$ cat src/rtl/pipeline_hazard_ctrl_if.sv
// Hazard/branch request bus into the hazard controller and its stall/flush mask outputs.
// master = hazard detector side, slave = pipeline_hazard_ctrl.
interface pipeline_hazard_ctrl_if #(
    parameter int NUM_STAGES = 5,
    parameter int SIDX_W     = 3,
    parameter int CNT_W      = 4
);
    logic                  hazard_req;
    logic [SIDX_W-1:0]     hazard_stage;
    logic [CNT_W-1:0]      hazard_cycles;
    logic                  branch_taken;
    logic [SIDX_W-1:0]     branch_stage;
    logic [NUM_STAGES-1:0] stall_vec;
    logic [NUM_STAGES-1:0] flush_vec;
    logic                  busy;
    logic [CNT_W-1:0]      stall_rem;

    modport master (
        output hazard_req, hazard_stage, hazard_cycles, branch_taken, branch_stage,
        input  stall_vec, flush_vec, busy, stall_rem
    );

    modport slave (
        input  hazard_req, hazard_stage, hazard_cycles, branch_taken, branch_stage,
        output stall_vec, flush_vec, busy, stall_rem
    );
endinterface

$ cat src/rtl/pipeline_hazard_ctrl.sv
// Per-stage stall/flush mask generator with multi-cycle stalls, request merging and
// branch-cancels-stall priority. Optional perf counters via `define HAZARD_PERF_CNT_EN.
module pipeline_hazard_ctrl #(
    parameter int NUM_STAGES = 5,
    parameter int SIDX_W     = 3,
    parameter int CNT_W      = 4
) (
    input  logic        clk,
    input  logic        reset_n,
`ifdef HAZARD_PERF_CNT_EN
    output logic [31:0] perf_stall_cycles,
    output logic [31:0] perf_flush_events,
`endif
    pipeline_hazard_ctrl_if.slave bus
);

    typedef enum logic [0:0] {
        ST_IDLE  = 1'b0,
        ST_STALL = 1'b1
    } state_t;

    function automatic logic idx_valid(input logic [SIDX_W-1:0] idx);
        return (32'(idx) < 32'(NUM_STAGES));
    endfunction

    // Bits [0..stage] set: every stage up to and including the hazard stage holds.
    function automatic logic [NUM_STAGES-1:0] upto_mask(input logic [SIDX_W-1:0] stage);
        logic [NUM_STAGES-1:0] m;
        for (int i = 0; i < NUM_STAGES; i++) begin
            m[i] = (32'(i) <= 32'(stage));
        end
        return m;
    endfunction

    function automatic logic [NUM_STAGES-1:0] below_mask(input logic [SIDX_W-1:0] stage);
        logic [NUM_STAGES-1:0] m;
        for (int i = 0; i < NUM_STAGES; i++) begin
            m[i] = (32'(i) < 32'(stage));
        end
        return m;
    endfunction

    // Bubble goes into the stage just downstream of the held one; none past writeback.
    function automatic logic [NUM_STAGES-1:0] bubble_mask(input logic [SIDX_W-1:0] stage);
        logic [NUM_STAGES-1:0] m;
        for (int i = 0; i < NUM_STAGES; i++) begin
            m[i] = (32'(i) == (32'(stage) + 32'd1));
        end
        return m;
    endfunction

    state_t                r_state;
    logic [SIDX_W-1:0]     r_stage;
    logic [CNT_W-1:0]      r_rem;
    logic [NUM_STAGES-1:0] r_stall_vec;
    logic [NUM_STAGES-1:0] r_flush_vec;

    state_t                w_state_nxt;
    logic                  w_hz_valid;
    logic                  w_br_valid;
    logic [CNT_W-1:0]      w_hz_len;
    logic [CNT_W-1:0]      w_rem_dec;
    logic                  w_act;
    logic [SIDX_W-1:0]     w_stage;
    logic [CNT_W-1:0]      w_rem;
    logic [NUM_STAGES-1:0] w_br_flush;
    logic [NUM_STAGES-1:0] w_flush_nxt;
    logic [NUM_STAGES-1:0] w_stall_nxt;
    logic [CNT_W-1:0]      w_rem_nxt;

    // Next-state and next-mask computation for the stall sequencer.
    always_comb begin
        w_hz_valid  = bus.hazard_req && idx_valid(bus.hazard_stage);
        w_br_valid  = bus.branch_taken && idx_valid(bus.branch_stage);
        w_hz_len    = (bus.hazard_cycles == {CNT_W{1'b0}}) ? CNT_W'(1'b1) : bus.hazard_cycles;
        w_rem_dec   = r_rem - CNT_W'(1'b1);
        w_act       = 1'b0;
        w_stage     = r_stage;
        w_rem       = {CNT_W{1'b0}};
        w_br_flush  = {NUM_STAGES{1'b0}};
        w_state_nxt = ST_IDLE;
        w_flush_nxt = {NUM_STAGES{1'b0}};
        w_stall_nxt = {NUM_STAGES{1'b0}};
        w_rem_nxt   = {CNT_W{1'b0}};

        case (r_state)
            ST_IDLE: begin
                if (w_hz_valid) begin
                    w_act   = 1'b1;
                    w_stage = bus.hazard_stage;
                    w_rem   = w_hz_len;
                end else begin
                    w_act   = 1'b0;
                end
            end
            ST_STALL: begin
                if (w_hz_valid) begin
                    // Max of two CNT_W values cannot exceed all-ones, so the merge saturates naturally.
                    w_act   = 1'b1;
                    w_stage = (bus.hazard_stage > r_stage) ? bus.hazard_stage : r_stage;
                    w_rem   = (w_rem_dec > w_hz_len) ? w_rem_dec : w_hz_len;
                end else if (r_rem > CNT_W'(1'b1)) begin
                    w_act   = 1'b1;
                    w_rem   = w_rem_dec;
                end else begin
                    w_act   = 1'b0;
                end
            end
            default: begin
                w_act = 1'b0;
            end
        endcase

        if (w_br_valid) begin
            w_br_flush = below_mask(bus.branch_stage);
            if (w_act && (w_stage < bus.branch_stage)) begin
                w_act = 1'b0;
            end else begin
                w_act = w_act;
            end
        end else begin
            w_br_flush = {NUM_STAGES{1'b0}};
        end

        if (w_act) begin
            w_state_nxt = ST_STALL;
            w_flush_nxt = w_br_flush | bubble_mask(w_stage);
            w_stall_nxt = upto_mask(w_stage) & ~w_flush_nxt;
            w_rem_nxt   = w_rem;
        end else begin
            w_state_nxt = ST_IDLE;
            w_flush_nxt = w_br_flush;
            w_stall_nxt = {NUM_STAGES{1'b0}};
            w_rem_nxt   = {CNT_W{1'b0}};
        end
    end

    // State, latched stage, remaining count and output mask registers.
    always_ff @(posedge clk or negedge reset_n) begin
        if (!reset_n) begin
            r_state     <= ST_IDLE;
            r_stage     <= {SIDX_W{1'b0}};
            r_rem       <= {CNT_W{1'b0}};
            r_stall_vec <= {NUM_STAGES{1'b0}};
            r_flush_vec <= {NUM_STAGES{1'b0}};
        end else begin
            r_state     <= w_state_nxt;
            r_stage     <= w_stage;
            r_rem       <= w_rem_nxt;
            r_stall_vec <= w_stall_nxt;
            r_flush_vec <= w_flush_nxt;
        end
    end

    assign bus.stall_vec = r_stall_vec;
    assign bus.flush_vec = r_flush_vec;
    assign bus.busy      = (r_state == ST_STALL);
    assign bus.stall_rem = r_rem;

`ifdef HAZARD_PERF_CNT_EN
    logic        r_br_flush_nz;
    logic [31:0] r_perf_stall;
    logic [31:0] r_perf_flush;

    // Saturating event counters aligned with the registered outputs.
    always_ff @(posedge clk or negedge reset_n) begin
        if (!reset_n) begin
            r_br_flush_nz <= 1'b0;
            r_perf_stall  <= 32'd0;
            r_perf_flush  <= 32'd0;
        end else begin
            r_br_flush_nz <= |w_br_flush;
            if ((r_state == ST_STALL) && (r_perf_stall != 32'hFFFF_FFFF)) begin
                r_perf_stall <= r_perf_stall + 32'd1;
            end else begin
                r_perf_stall <= r_perf_stall;
            end
            if (r_br_flush_nz && (r_perf_flush != 32'hFFFF_FFFF)) begin
                r_perf_flush <= r_perf_flush + 32'd1;
            end else begin
                r_perf_flush <= r_perf_flush;
            end
        end
    end

    assign perf_stall_cycles = r_perf_stall;
    assign perf_flush_events = r_perf_flush;
`endif

endmodule
$ cat src/flat_wrapper.sv
// flat-port wrapper written by rule: the top's interface ports become plain ports
module pipeline_hazard_ctrl_flat 
#(
    parameter int NUM_STAGES = 5,
    parameter int SIDX_W     = 3,
    parameter int CNT_W      = 4
)
  (clk, reset_n, bus_hazard_req, bus_hazard_stage, bus_hazard_cycles, bus_branch_taken, bus_branch_stage, bus_stall_vec, bus_flush_vec, bus_busy, bus_stall_rem);
  pipeline_hazard_ctrl_if #(.NUM_STAGES(NUM_STAGES), .SIDX_W(SIDX_W), .CNT_W(CNT_W)) bus_i ();
  input  logic clk;
  input  logic reset_n;
  input wire logic [$bits(bus_i.hazard_req)-1:0] bus_hazard_req;
  input wire logic [$bits(bus_i.hazard_stage)-1:0] bus_hazard_stage;
  input wire logic [$bits(bus_i.hazard_cycles)-1:0] bus_hazard_cycles;
  input wire logic [$bits(bus_i.branch_taken)-1:0] bus_branch_taken;
  input wire logic [$bits(bus_i.branch_stage)-1:0] bus_branch_stage;
  output wire logic [$bits(bus_i.stall_vec)-1:0] bus_stall_vec;
  output wire logic [$bits(bus_i.flush_vec)-1:0] bus_flush_vec;
  output wire logic [$bits(bus_i.busy)-1:0] bus_busy;
  output wire logic [$bits(bus_i.stall_rem)-1:0] bus_stall_rem;
  assign bus_i.hazard_req = bus_hazard_req;
  assign bus_i.hazard_stage = bus_hazard_stage;
  assign bus_i.hazard_cycles = bus_hazard_cycles;
  assign bus_i.branch_taken = bus_branch_taken;
  assign bus_i.branch_stage = bus_branch_stage;
  assign bus_stall_vec = bus_i.stall_vec;
  assign bus_flush_vec = bus_i.flush_vec;
  assign bus_busy = bus_i.busy;
  assign bus_stall_rem = bus_i.stall_rem;
  pipeline_hazard_ctrl #(.NUM_STAGES(NUM_STAGES), .SIDX_W(SIDX_W), .CNT_W(CNT_W)) u_core (.clk(clk), .reset_n(reset_n), .bus(bus_i));
endmodule
$ cat config.mk
export PLATFORM = sky130hd
export DESIGN_NAME = pipeline_hazard_ctrl_flat
export DESIGN_NICKNAME = d
export VERILOG_FILES = /design/src/rtl/pipeline_hazard_ctrl_if.sv /design/src/rtl/pipeline_hazard_ctrl.sv /design/src/flat_wrapper.sv
export SDC_FILE = /design/constraint.sdc
export NUM_CORES = 1
export LEC_CHECK = 0
export ABC_AREA = 1
export CAP_MARGIN = 30
export CORE_ASPECT_RATIO = 0.8
export CORE_MARGIN = 4
export CORE_UTILIZATION = 43
export DETAILED_ROUTE_END_ITERATION = 16
export PLACE_DENSITY = 0.72
export SLEW_MARGIN = 10
export SYNTH_ARGS = -nofsm -noshare
export SYNTH_HDL_FRONTEND = slang
export SYNTH_SLANG_ARGS = --single-unit
$ cat constraint.sdc
create_clock -name clk -period 4.5 [get_ports clk]
set_input_delay 0.45 -clock clk [delete_from_list [all_inputs] [get_ports clk]]
set_output_delay 0.45 -clock clk [all_outputs]
set_load 0.01 [all_outputs]
# After elaboration in Yosys (flattened, before gate mapping)
# Cells that the tools add are included.
# word_totals
register_bits,18
inputBits,14
output_inout_bits,15
wordCells,56
# op_classes
addsub,2
n_lt_le_gt_ge,15
n_eq_ne,4
muxes,21
n_bitwise,4
reduce_logical,5
# op_table
op,n
"equality test 2 x 32 -> 1 bit, first input constant",2
"equality test 1 x 32 -> 1 bit, first input constant",1
"equality test 3 x 32 -> 1 bit, first input constant",1
zero test 32 bit,1
two-way mux 4 bit,6
two-way mux 5 bit,3
two-way mux 3 bit,3
one-hot mux 4 bit (2 select lines),1
"less-or-equal comparator 2 x 3 -> 1 bit, first input constant",2
"less-than comparator 1 x 3 -> 1 bit, first input constant",2
"less-than comparator 2 x 3 -> 1 bit, first input constant",2
"less-than comparator 3 bit, second input constant",2
two-way mux 1 bit,6
one-hot mux 3 bit (2 select lines),1
bitwise AND 5 bit,1
NOT 5 bit,1
bitwise OR 5 bit,1
"adder 3 x 1 -> 4 bit, second input constant",1
"greater-than comparator 4 x 1 -> 1 bit, second input constant",1
greater-than comparator 4 bit,1
zero test 4 bit,1
"subtractor 4 x 1 -> 4 bit, second input constant",1
greater-than comparator 3 bit,1
"less-or-equal comparator 1 x 3 -> 1 bit, first input constant",1
6 further kinds,8

# Depth between registers and ports, before layout
# Gate-level depths: netlist of the first run.
# depth
word_depth,10
ltp_mapped,17
mapped_depth_nobuf,17

# Worst setup path before layout of the first run
# Ideal clock, no wire load.
# synth_path
path_kind,in2reg
start,input port bus_hazard_stage[2]
end,register u_core.r_rem[0] (netlist: u_core.bus.stall_rem[0])
setup_ns,0.071
arrival_ns,2.100
required_ns,4.429
setup_slack_ns,2.328
stages,15
path_buffers,1
cell_sequence,ha_1 -> nand3_1 -> nand3_2 -> nand2_1 -> nand2_1 -> o21ai_2 -> inv_1 -> ha_1 -> inv_1 -> a21oi_1 -> nand2_1 -> nand2_2 -> nand2_2 -> buf_6 -> nor2_1
# synth_between
elab_chain_cells,9
elab_cells_between_ends,18
cone_classes,order compare (3); mux (13); reduce/logical (2)
# synth_lines
element,line_no,source
from (decl),flat_wrapper.sv:13,input wire logic [$bits(bus_i.hazard_stage)-1:0] bus_hazard_stage;
greater-than comparator 3 bit / less-than comparator 3 bit (equally long branches),"pipeline_hazard_ctrl.sv:100, pipeline_hazard_ctrl.sv:23",
two-way mux 3 bit / logical AND 1 bit (equally long branches),"pipeline_hazard_ctrl.sv:100, pipeline_hazard_ctrl.sv:73",
"two-way mux 3 bit, on equally long branches","pipeline_hazard_ctrl.sv:97, pipeline_hazard_ctrl.sv:88",
one-hot mux 3 bit (2 select lines) *,pipeline_hazard_ctrl.sv:86,case (r_state)
named net u_core.w_stage[2],pipeline_hazard_ctrl.sv:64,logic [SIDX_W-1:0] w_stage;
less-than comparator 3 bit *,pipeline_hazard_ctrl.sv:116,if (w_act && (w_stage < bus.branch_stage)) begin
logical AND 1 bit *,pipeline_hazard_ctrl.sv:116,
two-way mux 1 bit *,pipeline_hazard_ctrl.sv:116,
two-way mux 1 bit *,pipeline_hazard_ctrl.sv:114,if (w_br_valid) begin
two-way mux 4 bit *,pipeline_hazard_ctrl.sv:125,if (w_act) begin
named net u_core.w_rem_nxt[0],pipeline_hazard_ctrl.sv:69,logic [CNT_W-1:0] w_rem_nxt;
to (signal assigned),pipeline_hazard_ctrl.sv:143,r_rem <= {CNT_W{1'b0}};
to (signal assigned),pipeline_hazard_ctrl.sv:149,r_rem <= w_rem_nxt;
to (decl),pipeline_hazard_ctrl.sv:54,logic [CNT_W-1:0] r_rem;
# The timed path passes the listed nets; every way through them passes the cells marked *.

# Final worst setup path of the first run
# layout_path
start,input port bus_hazard_stage[2]
end,register u_core.r_flush_vec[3] (netlist: u_core.bus.flush_vec[3])
# layout_between
elab_chain_cells,9
elab_cells_between_ends,18
cone_classes,add/sub (1); order compare (3); eq/ne (1); mux (10); bitwise (1); reduce/logical (2)
# layout_lines
element,line_no,source
greater-than comparator 3 bit / less-than comparator 3 bit (equally long branches),"pipeline_hazard_ctrl.sv:100, pipeline_hazard_ctrl.sv:23",
two-way mux 3 bit / logical AND 1 bit (equally long branches),"pipeline_hazard_ctrl.sv:100, pipeline_hazard_ctrl.sv:73",
"two-way mux 3 bit, on equally long branches","pipeline_hazard_ctrl.sv:97, pipeline_hazard_ctrl.sv:88",
one-hot mux 3 bit (2 select lines) *,pipeline_hazard_ctrl.sv:86,
named net u_core.w_stage[2],pipeline_hazard_ctrl.sv:64,
branches (longest 4 deep; another with adder 3 x 1 -> 4 bit),-,
two-way mux 5 bit *,pipeline_hazard_ctrl.sv:125,
named net u_core.w_flush_nxt[3],pipeline_hazard_ctrl.sv:67,logic [NUM_STAGES-1:0] w_flush_nxt;
to (signal assigned),pipeline_hazard_ctrl.sv:145,r_flush_vec <= {NUM_STAGES{1'b0}};
to (signal assigned),pipeline_hazard_ctrl.sv:151,r_flush_vec <= w_flush_nxt;
to (decl),pipeline_hazard_ctrl.sv:56,logic [NUM_STAGES-1:0] r_flush_vec;
# Mark *: on every way through the listed nets, which the timed path passes.

==> metrics.md, run 1 <==
| Metric | Value |
|---|---|
| Syn Nets | 174 |
| Clock buffer depth | 2 |
| Most Crowded Layer GR | met2 |
| CTS tree | done |
| Commonest cells post-synth | inv_1 (30), nand2_1 (27), nor2_1 (21), dfrtp_1 (18), nand3_1 (12) |
| Hpwl dp | a little under 2000 um |
| Via Count | 1,022 |
| Inst Count DP | between 200 and 250 |
| Nets | just over 200 |
| #FFs+latches synth | 18 |
| Die Y | 54.18 um |
| Status | finished clean |
| Sequential fraction of design power | between 30 and 40% |
| Syn-to-layout area delta | 29.37% |
| GR Layer Usage met2 | 27.62% |
| Vias in the first global route | about 1,100 |
| Clk pwr share | 12.6% |
| Final Cell Area | ~1500 sq um |
| P_sw | 237.8 uW |
| Startpoint types | input port |
| FMAX | approximately 0.38 GHz |
| GRT Util Overall | 15.48% |
| Fin cells | ~220 |
| Synthesized area | 1146 sq um |
| Site Rows | 16 |
| Worst slew pin tran | between 0.7 and 0.8 ns |
| CTS Buf Count | 3 |
| Slew Viols, Final | 0 |
| Worst path required time | 4.68 ns |
| Drt drc | 0 |
| # diodes | 0 |
| Crit path depth | 15 |
| Worst path cell trace | clkdlybuf4s50_1 -> ha_1 -> nand3_1 -> nand3_2 -> nand2_1 -> o21ai_2 -> inv_1 -> ha_1 -> inv_1 -> a21oi_1 -> nand2_1 -> nand2_2 -> nand2_2 -> nand2_1 -> nand2_1 |
| Worst Hold Class | in -> async |
| Lkg Pwr | 0.0007887 uW |
| Internal Power | 358.9 uW |
| GR Layer Usage met1 | 18.80% |
| Initial antenna violation count | 0 |
| Setup Skew | 0.003393 ns |
| Worst-path clk slew | 0.09 ns |
| DRT iter0 DRCs | 32 |
| CTS resizes | 0 |
| CP max stage cell | clkdlybuf4s50_1 |
| Number of synthesized flops with an enable pin | 0 |
| Comb pwr share | 51.9% |
| Grt ovf | 0 |
| Ranking of synthesized cells by area | dfrtp_1 (39%), ha_1 (11%), inv_1 (9.8%) |
| Synthesis Warnings | 0 |
| Mean Syn Cell Area | 7.641 sq um |
| Maximum VDD drop | 0.2317 mV |
| Register area share after synthesis | 39.30% |
| Crit share post-route | 59.04% |
| Core area | 2502 sq um |
| Clk_lat worst skew | 0.28 ns |
| First-pass GRT wire length | 4305 um |
| Initial Util | 45.80% |
| Ys flop type | dfrtp_1 |
| Yosys cell types | 23 |
| # Post-CTS Setup Buffers | 0 |
| DP Area | 1460 sq um |
| Crit path arrival time | 2.84 ns |
| Ys async rst share | 100.0% |
| CP Class | in -> reg |
| CP max stage delay | about 0.50 ns |
| CTS H-Tree Depth | 1 |
| First drt pass iteration count | 5 |
| # setup viols final | 0 |
| PortBufs | 28 |
| Final-report hold violation count | 0 |
| Worst relative slew slack | approximately half |
| Global Route met3 Usage | around 5% |
| Die ar. | 3560 sq um |
| Final WL | 2397 um |
| WL per Instance | 11.10 um |
| Switching portion of total power | 39.85% |
| Cell family with most CP delay | simple AND/OR/NAND/NOR gates |
| Worst path bufs/invs | 3 |
| Total power | about 600 uW |
| Max Cap Viol | 0 |
| CP most frequent cell | nand2_1 |
| # hold bufs at CTS | 0 |
| Clock period minus worst slack | 2.657 ns |
| CP endpoint kind | register |
| Largest net degree at the start of global routing | 19 |
| Count leader, synth | inv_1 |
| Synth top area share | 39.30% |
| Clock sink count | 18 |
| Unrepaired setup endpoints after global routing | false |
| PD cells | 402.4 nW/um^2 |
| R2R cell count | 15 |
| Post-Syn Instances | 150 |
| Cell taking the most area after synthesis | dfrtp_1 |
| Final Wtd Congestion | 0.8479 |
| Crit Path Max Fanout | 12 |
| Clk root buf | clkbuf_4 |
| TNS Setup | 0 ns |
| Die Wd | 65.72 um |
| I/O pin cnt | 29 |
| Antenna-violating nets left | 0 |
| Layout cells sized above 1 | 9.444% |
| Fill cell count | 238 |
| Drt via density | 4.731 |
area by class of cell:
cell class	count	area, sq um	share of cell area [%]
repair buffers	28	280.3	18.90
flip-flops and latches	18	450.4	30.38
well taps	36	45.04	3.038
inverters	32	120.1	8.101
clock buffers	3	22.52	1.519
multi-input cells	99	564.3	38.06
state kept, by name (all words and copies together), names as in the netlist:
name,cells
u_core.bus.busy,1
u_core.bus.flush_vec,5
u_core.bus.stall_rem,4
u_core.bus.stall_vec,5
u_core.r_stage,3
cells by family (layout without fill, tap and decap cells):
kind of cell	count (synthesis)	count (layout)	synth area share, %
buf+inv	33	63	11.46
fa+ha+maj	10	10	10.92
compound gates	14	14	8.297
xor+xnor	2	2	1.529
flops	18	18	39.30
simple gates	73	73	28.49
per-stage QoR:
stage	setup WS [ns]	utilization [%]	hold slack, ns
floorplan	2.328	-	0.1544
global placement	1.667	58.35	0.6252
detailed placement	1.546	58.35	0.6365
CTS	1.845	59.25	0.6330
global route	1.593	59.25	0.6614
finish	1.843	59.25	0.6099
per-layer routing:
layer | vias up | wire length [um]
met5 | - | 0
met4 | 0 | 0
li1 | 530 | -
met1 | 465 | 1076
met3 | 0 | 127
met2 | 27 | 1194
power groups by stage:
stage	logic [uW]	clock network [uW]	registers (uW)
after floorplan	191	0	226
after detailed placement	311	0	216
after CTS	313	80.5	213
after global placement	300	0	215
final	309	75.3	212
after global routing	355	88.5	218
worst register-to-register path: stages, from the launching register on:
cell	delay (ns)
dfrtp_1	0.34
inv_1	0.05
ha_1	0.30
nand3_1	0.10
nand3_2	0.10
nand2_1	0.09
o21ai_2	0.25
inv_1	0.10
ha_1	0.28
inv_1	0.03
a21oi_1	0.11
nand2_1	0.08
nand2_2	0.09
nand2_2	0.15
nand2_1	0.11
nand2_1	0.05
path summary, 6_finish.rpt:
path	from	to	slack, ns
worst max-delay path	bus_hazard_stage[2]	u_core.bus.flush_vec[3]	1.84
worst min-delay path	reset_n	u_core.bus.stall_vec[3]	0.61
worst max register to register	u_core.r_stage[2]	u_core.bus.flush_vec[3]	2.18
worst min register to register	u_core.r_stage[1]	u_core.r_stage[1]	0.66
max in group asynchronous	reset_n	u_core.r_stage[0]	3.41
min in group clk	u_core.r_stage[1]	u_core.r_stage[1]	0.66
cells in the final DEF (no fill, tap or decap):
master	instances
a21oi_1	4
nor2_1	21
xnor2_1	1
nor2_2	1
xor2_1	1
o21ai_0	5
nand3_1	12
nand3_2	2
clkdlybuf4s50_1	28
clkbuf_4	3
nand2_1	27
ha_1	10
a21boi_4	1
dfrtp_1	18
a31o_2	1
inv_1	30
nand4_1	2
nand2_2	5
nor3_1	2
or2_2	1
o21ai_1	1
a32oi_1	1
inv_2	2
o21ai_2	1
Power figures use the tool's default switching activity.
==> run 2, diff against run 1 <==
--- a/config.mk
+++ b/config.mk
@@ -11,7 +11,7 @@
 export CORE_MARGIN = 4
 export CORE_UTILIZATION = 43
 export DETAILED_ROUTE_END_ITERATION = 16
-export PLACE_DENSITY = 0.72
+export PLACE_DENSITY = 0.75
 export SLEW_MARGIN = 10
 export SYNTH_ARGS = -nofsm -noshare
 export SYNTH_HDL_FRONTEND = slang
==> constraint.sdc (replaced) <==
create_clock -name clk -period 2.2 [get_ports clk]
set_input_delay 0.22 -clock clk [delete_from_list [all_inputs] [get_ports clk]]
set_output_delay 0.22 -clock clk [all_outputs]
set_load 0.01 [all_outputs]
==> metrics.md, run 2 (synthesized netlist as in run 1, its figures left out) <==
| Metric | Value |
|---|---|
| Status | finished clean |
| Syn-to-layout area delta | 50.66% |
| Max Cap Viol | 0 (unchanged) |
| Clk_lat worst skew | 0.29 ns (about the same) |
| Vias in the first global route | 1,103 (+3.8%) |
| Slew Viols, Final | 0 (unchanged) |
| Drt via density | 4.807 (+1.6%) |
| # diodes | 0 (unchanged) |
| Via Count | 1,120 (+9.6%) |
| Die Y | 54.18 um (unchanged) |
| Setup Skew | 0.008431 ns (+0.005038 ns) |
| Hpwl dp | 2066 um (+4.6%) |
| Startpoint types | register |
| Grt ovf | 0 (unchanged) |
| Maximum VDD drop | 0.5419 mV (+130%) |
| FMAX | 0.4762 GHz |
| GRT Util Overall | 16.09% (+0.62 points) |
| Clock sink count | 18 (unchanged) |
| Final WL | 2729 um (+14%) |
| Crit share post-route | 95.44% |
| Inst Count DP | 221 (+3.8%) |
| Core area | 2502 sq um (unchanged) |
| # setup viols final | 0 (unchanged) |
| Pre-CTS setup slack | -0.3169 ns (-1.863 ns) |
| Antenna-violating nets left | 0 (unchanged) |
| WL per Instance | 11.71 um (+5.5%) |
| First-pass GRT wire length | 4416 um (+2.6%) |
| DRT iter0 DRCs | 49 (+53%) |
| Crit path arrival time | 2.33 ns (-0.51 ns) |
| Worst slew pin tran | 0.7600 ns (-0.01282 ns) |
| Initial Util | 45.80% (unchanged) |
| First drt pass iteration count | 4 (-1) |
| Lkg Pwr | 0.0009058 uW (+15%) |
| Final Wtd Congestion | 0.8000 (-5.6%) |
| Reg-to-reg startpoint | u_core.bus.stall_rem[1] |
| CTS Buf Count | 3 (unchanged) |
| Die Wd | 65.72 um (unchanged) |
| Fin cells | 233 (+7.9%) |
| CP Class | reg -> reg |
| PortBufs | 28 (unchanged) |
| Largest net degree at the start of global routing | 19 (unchanged) |
| Drt drc | 0 (unchanged) |
| # hold bufs at CTS | 0 (unchanged) |
| Post-route setup slack | 0.1002 ns (-1.743 ns) |
| Worst-path clk slew | 0.10 ns (about the same) |
| I/O pin cnt | 29 (unchanged) |
| CTS tree | done |
| Clk root buf | clkbuf_4 |
| Commonest non-fill, non-tap cells in the layout | nand2_1 (26), clkdlybuf4s50_1 (26), inv_1 (25) |
| Worst relative slew slack | 49.17% (+0.86 points) |
| Nets | 222 (+7.8%) |
| Initial antenna violation count | 0 (unchanged) |
| TNS Setup | 0 ns (unchanged) |
| Die ar. | 3560 sq um (unchanged) |
| Layout cells sized above 1 | 25.89% (+16 points) |
| Clock buffer depth | 2 (unchanged) |
| CP endpoint kind | register |
| PD cells | 864.3 nW/um^2 (+110%) |
| CTS H-Tree Depth | 1 (unchanged) |
| Site Rows | 16 (unchanged) |
| Worst Hold Class | in -> async |
| Final-report hold violation count | 0 (unchanged) |
| Worst Setup SP | u_core.bus.stall_rem[1] |
| Worst path required time | 2.43 ns (-2.25 ns) |
| Crit Path Max Fanout | 4 (-8) |
| Clock period minus worst slack | 2.100 ns |
==> run 2: cell types whose count changed in the layout (fill, tap and decap cells not counted), moves of 2 or more <==
cell	delta
nor2_1	-2
nor2_2	+2
inv_2	+5
dlymetal6s2s_1	+2
clkdlybuf4s50_1	-2
ha_4	+4
o21ai_0	-2
inv_1	-5
buf_4	+15
ha_1	-4
nand2_4	+3
==> run 2: layer usage <==
layer  routed length, um  GRT usage [%]  up-vias
li1                    -              -      563
met1                1135          18.38      514
met2                1401          29.28       37
met3                 164          5.846        6
met4                  29          3.103        0
met5                   0              0        -
==> run 2: worst paths after layout <==
| check | depth (start not counted) | endpoint | slack, ns |
|---|---|---|---|
| setup / recovery | 15 | u_core.bus.stall_rem[2] | 0.10 |
| hold reg to reg | 5 | u_core.r_stage[2] | 0.73 |
| hold / removal | 1 | u_core.bus.stall_vec[4] | 0.37 |
| setup reg to reg | 15 | u_core.bus.stall_rem[2] | 0.10 |
| min in group clk | 5 | u_core.r_stage[1] | 0.51 |
| max in group asynchronous | 1 | u_core.bus.stall_rem[2] | 1.31 |
==> run 2: stage by stage <==
| stage | area (sq um) | utilization (%) | hold slack (ns) | total power, uW |
|---|---|---|---|---|
| 6_report | 1727 | 69.00 | 0.3675 | 1492 |
| 5_1_grt | 1727 | 69.00 | 0.4182 | 1619 |
| 4_1_cts | 1562 | 62.40 | 0.3901 | 1318 |
| 3_5_place_dp | 1520 | 60.75 | 0.6098 | 1110 |
| 3_3_place_gp | 1520 | 60.75 | 0.5795 | 1084 |
| 2_1_floorplan | 1146 | - | -0.07559 | 852.2 |
==> run 2: report_power, final <==
group | switching (uW) | internal, uW
logic | 445 | 413
registers | 38.0 | 400
clock network | 96.1 | 101
==> run 2: final cells by class <==
class / instances / area [sq um]
inverters: 32 / 120.1
flip-flops and latches: 18 / 451.7
clock buffers: 4 / 36.28
fillers: 204 / 775.7
repair buffers: 43 / 397.9
well taps: 36 / 45.04
multi-input cells: 100 / 675.6
==> run 2: what timing repair did <==
action                                  CTS  global route
endpoints found under the setup margin    1            14
setup buffers                             0             7
resized for setup                         1            26
cloned                                    0             1
pin swaps                                 0            16
==> run 2: critical path, cell delays in order, from the launching register on <==
cell and delay (ns):
dfrtp_1 0.40, inv_2 0.07, ha_4 0.17, xnor2_2 0.17
inv_1 0.07, ha_1 0.29, nand2_1 0.08, inv_2 0.05
o21ai_2 0.05, a32oi_1 0.08, buf_4 0.16, a21oi_4 0.18
nand2_1 0.07, nand2_1 0.06, inv_1 0.04, nor2_1 0.09
==> run 3, diff against run 2 <==
--- a/config.mk
+++ b/config.mk
@@ -7,9 +7,11 @@
 export LEC_CHECK = 0
 export ABC_AREA = 1
 export CAP_MARGIN = 30
+export CELL_PAD_IN_SITES_DETAIL_PLACEMENT = 0
+export CELL_PAD_IN_SITES_GLOBAL_PLACEMENT = 2
 export CORE_ASPECT_RATIO = 0.8
 export CORE_MARGIN = 4
-export CORE_UTILIZATION = 43
+export CORE_UTILIZATION = 24
 export DETAILED_ROUTE_END_ITERATION = 16
 export PLACE_DENSITY = 0.75
 export SLEW_MARGIN = 10
==> metrics.md, run 3 (synthesized netlist as in run 1, its figures left out) <==
| Metric | Value |
|---|---|
| Core area | 4597 sq um (+84%) |
| DR top layer | met4 |
| Total power | 1518 uW (+1.7%) |
| Layout Utilization | 38.41% (-31 points) |
| DRT iter0 DRCs | 36 (-27%) |
| First-pass GRT wire length | 5106 um (+16%) |
| Largest net degree at the start of global routing | 19 (unchanged) |
| PD cells | 859.9 nW/um^2 (-0.52%) |
| Metal2 WL | 1418 um (+1.2%) |
| Final hold slack | 0.2962 ns (-0.07135 ns) |
| FMAX | 0.4767 GHz (about the same) |
| Cell family with most CP delay | simple AND/OR/NAND/NOR gates |
| Area of the multi-input gates | 696.9 sq um (+3.1%) |
| Worst-path clk slew | 0.06 ns (-0.04 ns) |
| Vias in the first global route | 1,164 (+5.5%) |
| Final Wtd Congestion | 0.8230 (+2.9%) |
| Initial antenna violation count | 0 (unchanged) |
| Slew Viols, Final | 0 (unchanged) |
| Reg-to-reg startpoint | u_core.bus.stall_rem[1] |
| Metal3 WL | 182 um (+11%) |
| Worst path required time | 2.38 ns (-0.05 ns) |
| Layout cells sized above 1 | 28.35% (+2.5 points) |
| Die ar. | 5952 sq um (+67%) |
| GRT Util Overall | 10.20% (-5.9 points) |
| Drt via density | 4.276 (-11%) |
| Lkg Pwr | 0.0008993 uW (-0.72%) |
| Die Y | 69.81 um (+29%) |
| WL per Instance | 11.88 um (+1.4%) |
| TNS Setup | 0 ns (unchanged) |
| Pre-CTS setup slack | -0.3430 ns (-0.02609 ns) |
| Clock buffer depth | 2 (unchanged) |
| Crit Path Max Fanout | 4 (unchanged) |
| Hpwl dp | 2256 um (+9.2%) |
| CTS H-Tree Depth | 1 (unchanged) |
| Worst R2R Setup Slack | 0.10 ns (about the same) |
| # setup viols final | 0 (unchanged) |
| Unrepaired setup endpoints after global routing | true |
| Clock sink count | 18 (unchanged) |
| Commonest non-fill, non-tap cells in the layout | clkdlybuf4s50_1 (25), nand2_1 (24), inv_1 (22) |
| Fill cell count | 467 (+130%) |
| CP Class | reg -> reg |
| Clk_lat worst skew | 0.24 ns (-0.05 ns) |
| CP max stage delay | 0.40 ns (about the same) |
| Site Rows | 22 (+6) |
| CTS tree | done |
| Worst relative slew slack | 60.22% (+11 points) |
| Status | finished clean |
| Worst path bufs/invs | 4 (-1) |
| Seq. cell area | 450.4 sq um (-0.28%) |
| Worst path cell trace | inv_2 -> ha_4 -> xnor2_2 -> inv_1 -> ha_1 -> nand2_1 -> inv_2 -> o21ai_2 -> a32oi_2 -> or2_4 -> nand3_1 -> nand2_1 -> inv_1 -> nor2_1 |
| Max Cap Viol | 0 (unchanged) |
| Worst Hold Class | in -> async |
| First drt pass iteration count | 4 (unchanged) |
| Met1 Wirelength | 1402 um (+24%) |
| Die Wd | 85.26 um (+30%) |
| Final-report hold violation count | 0 (unchanged) |
| Crit share post-route | 95.36% (about the same) |
| Drt drc | 0 (unchanged) |
| Crit path arrival time | 2.28 ns (-0.05 ns) |
| Worst Setup SP | u_core.bus.stall_rem[1] |
| CP max stage cell | dfrtp_1 |
| Via Count | 1,086 (-3.0%) |
| CP endpoint kind | register |
| Clk root buf | clkbuf_8 |
| CTS Buf Count | 3 (unchanged) |
| Nets | 220 (-0.90%) |
| Worst slew pin tran | 0.5927 ns (-0.1674 ns) |
| Grt ovf | 0 (unchanged) |
| Final WL | 3018 um (+11%) |
| Startpoint types | register |
| Post-route setup slack | 0.1022 ns (+0.001935 ns) |
| Antenna-violating nets left | 0 (unchanged) |
| Maximum VDD drop | 0.3932 mV (-27%) |
| I/O pin cnt | 29 (unchanged) |
| Syn-to-layout area delta | 54.04% |
| Clock period minus worst slack | 2.098 ns (-0.001935 ns) |
| PortBufs | 28 (unchanged) |
| Initial Util | 24.93% (-21 points) |
| Setup Skew | 0.0008255 ns (-0.007606 ns) |
| Commonest non-fill, non-tap cell in the layout | clkdlybuf4s50_1 |
| # diodes | 0 (unchanged) |
-- run 3: power by group --
group | switching (uW) | internal, uW | total, uW | leakage (uW)
combinational | 465 | 398 | 863 | 0.000647
clock | 96.7 | 121 | 218 | 0.0000216
sequential | 36.7 | 401 | 437 | 0.000231
total | 598 | 920 | 1520 | 0.000899
-- run 3: cell type report --
| cell class | count | area share, % |
|---|---|---|
| timing repair buffer | 41 | 21.62 |
| inverter | 32 | 6.804 |
| clock buffer | 3 | 2.339 |
| tap | 60 | 4.252 |
| sequential | 18 | 25.51 |
| multi-input combinational | 100 | 39.48 |
-- run 3: what timing repair did --
item	CTS	global route
setup buffers	0	2
pin swaps	3	14
resized for setup	4	29
hold buffers	0	0
setup endpoints to repair	11	14
cloned	1	0
-- run 3: final timing paths --
| kind | endpoint | cells after the start |
|---|---|---|
| setup / recovery | u_core.bus.stall_rem[2] | 14 |
| hold / removal | u_core.bus.flush_vec[2] | 2 |
| setup reg to reg | u_core.bus.stall_rem[2] | 14 |
| hold reg to reg | u_core.r_stage[2] | 4 |
| max in group asynchronous | u_core.r_stage[2] | 2 |
| min in group clk | u_core.r_stage[0] | 4 |
-- run 3: per-stage QoR --
| step | cell area, sq um | std cells |
|---|---|---|
| 6_report | 1765 | 254 |
| 5_1_grt | 1765 | 254 |
| 4_1_cts | 1639 | 252 |
| 3_5_place_dp | 1573 | 248 |
| 3_3_place_gp | 1573 | 248 |
| 2_1_floorplan | 1146 | 150 |
-- run 3: layer usage --
| metal | vias up | track usage (%) |
|---|---|---|
| li1 | 555 | - |
| met1 | 500 | 14.00 |
| met2 | 29 | 15.86 |
| met3 | 2 | 3.682 |
| met4 | 0 | 1.054 |
| met5 | - | 0 |
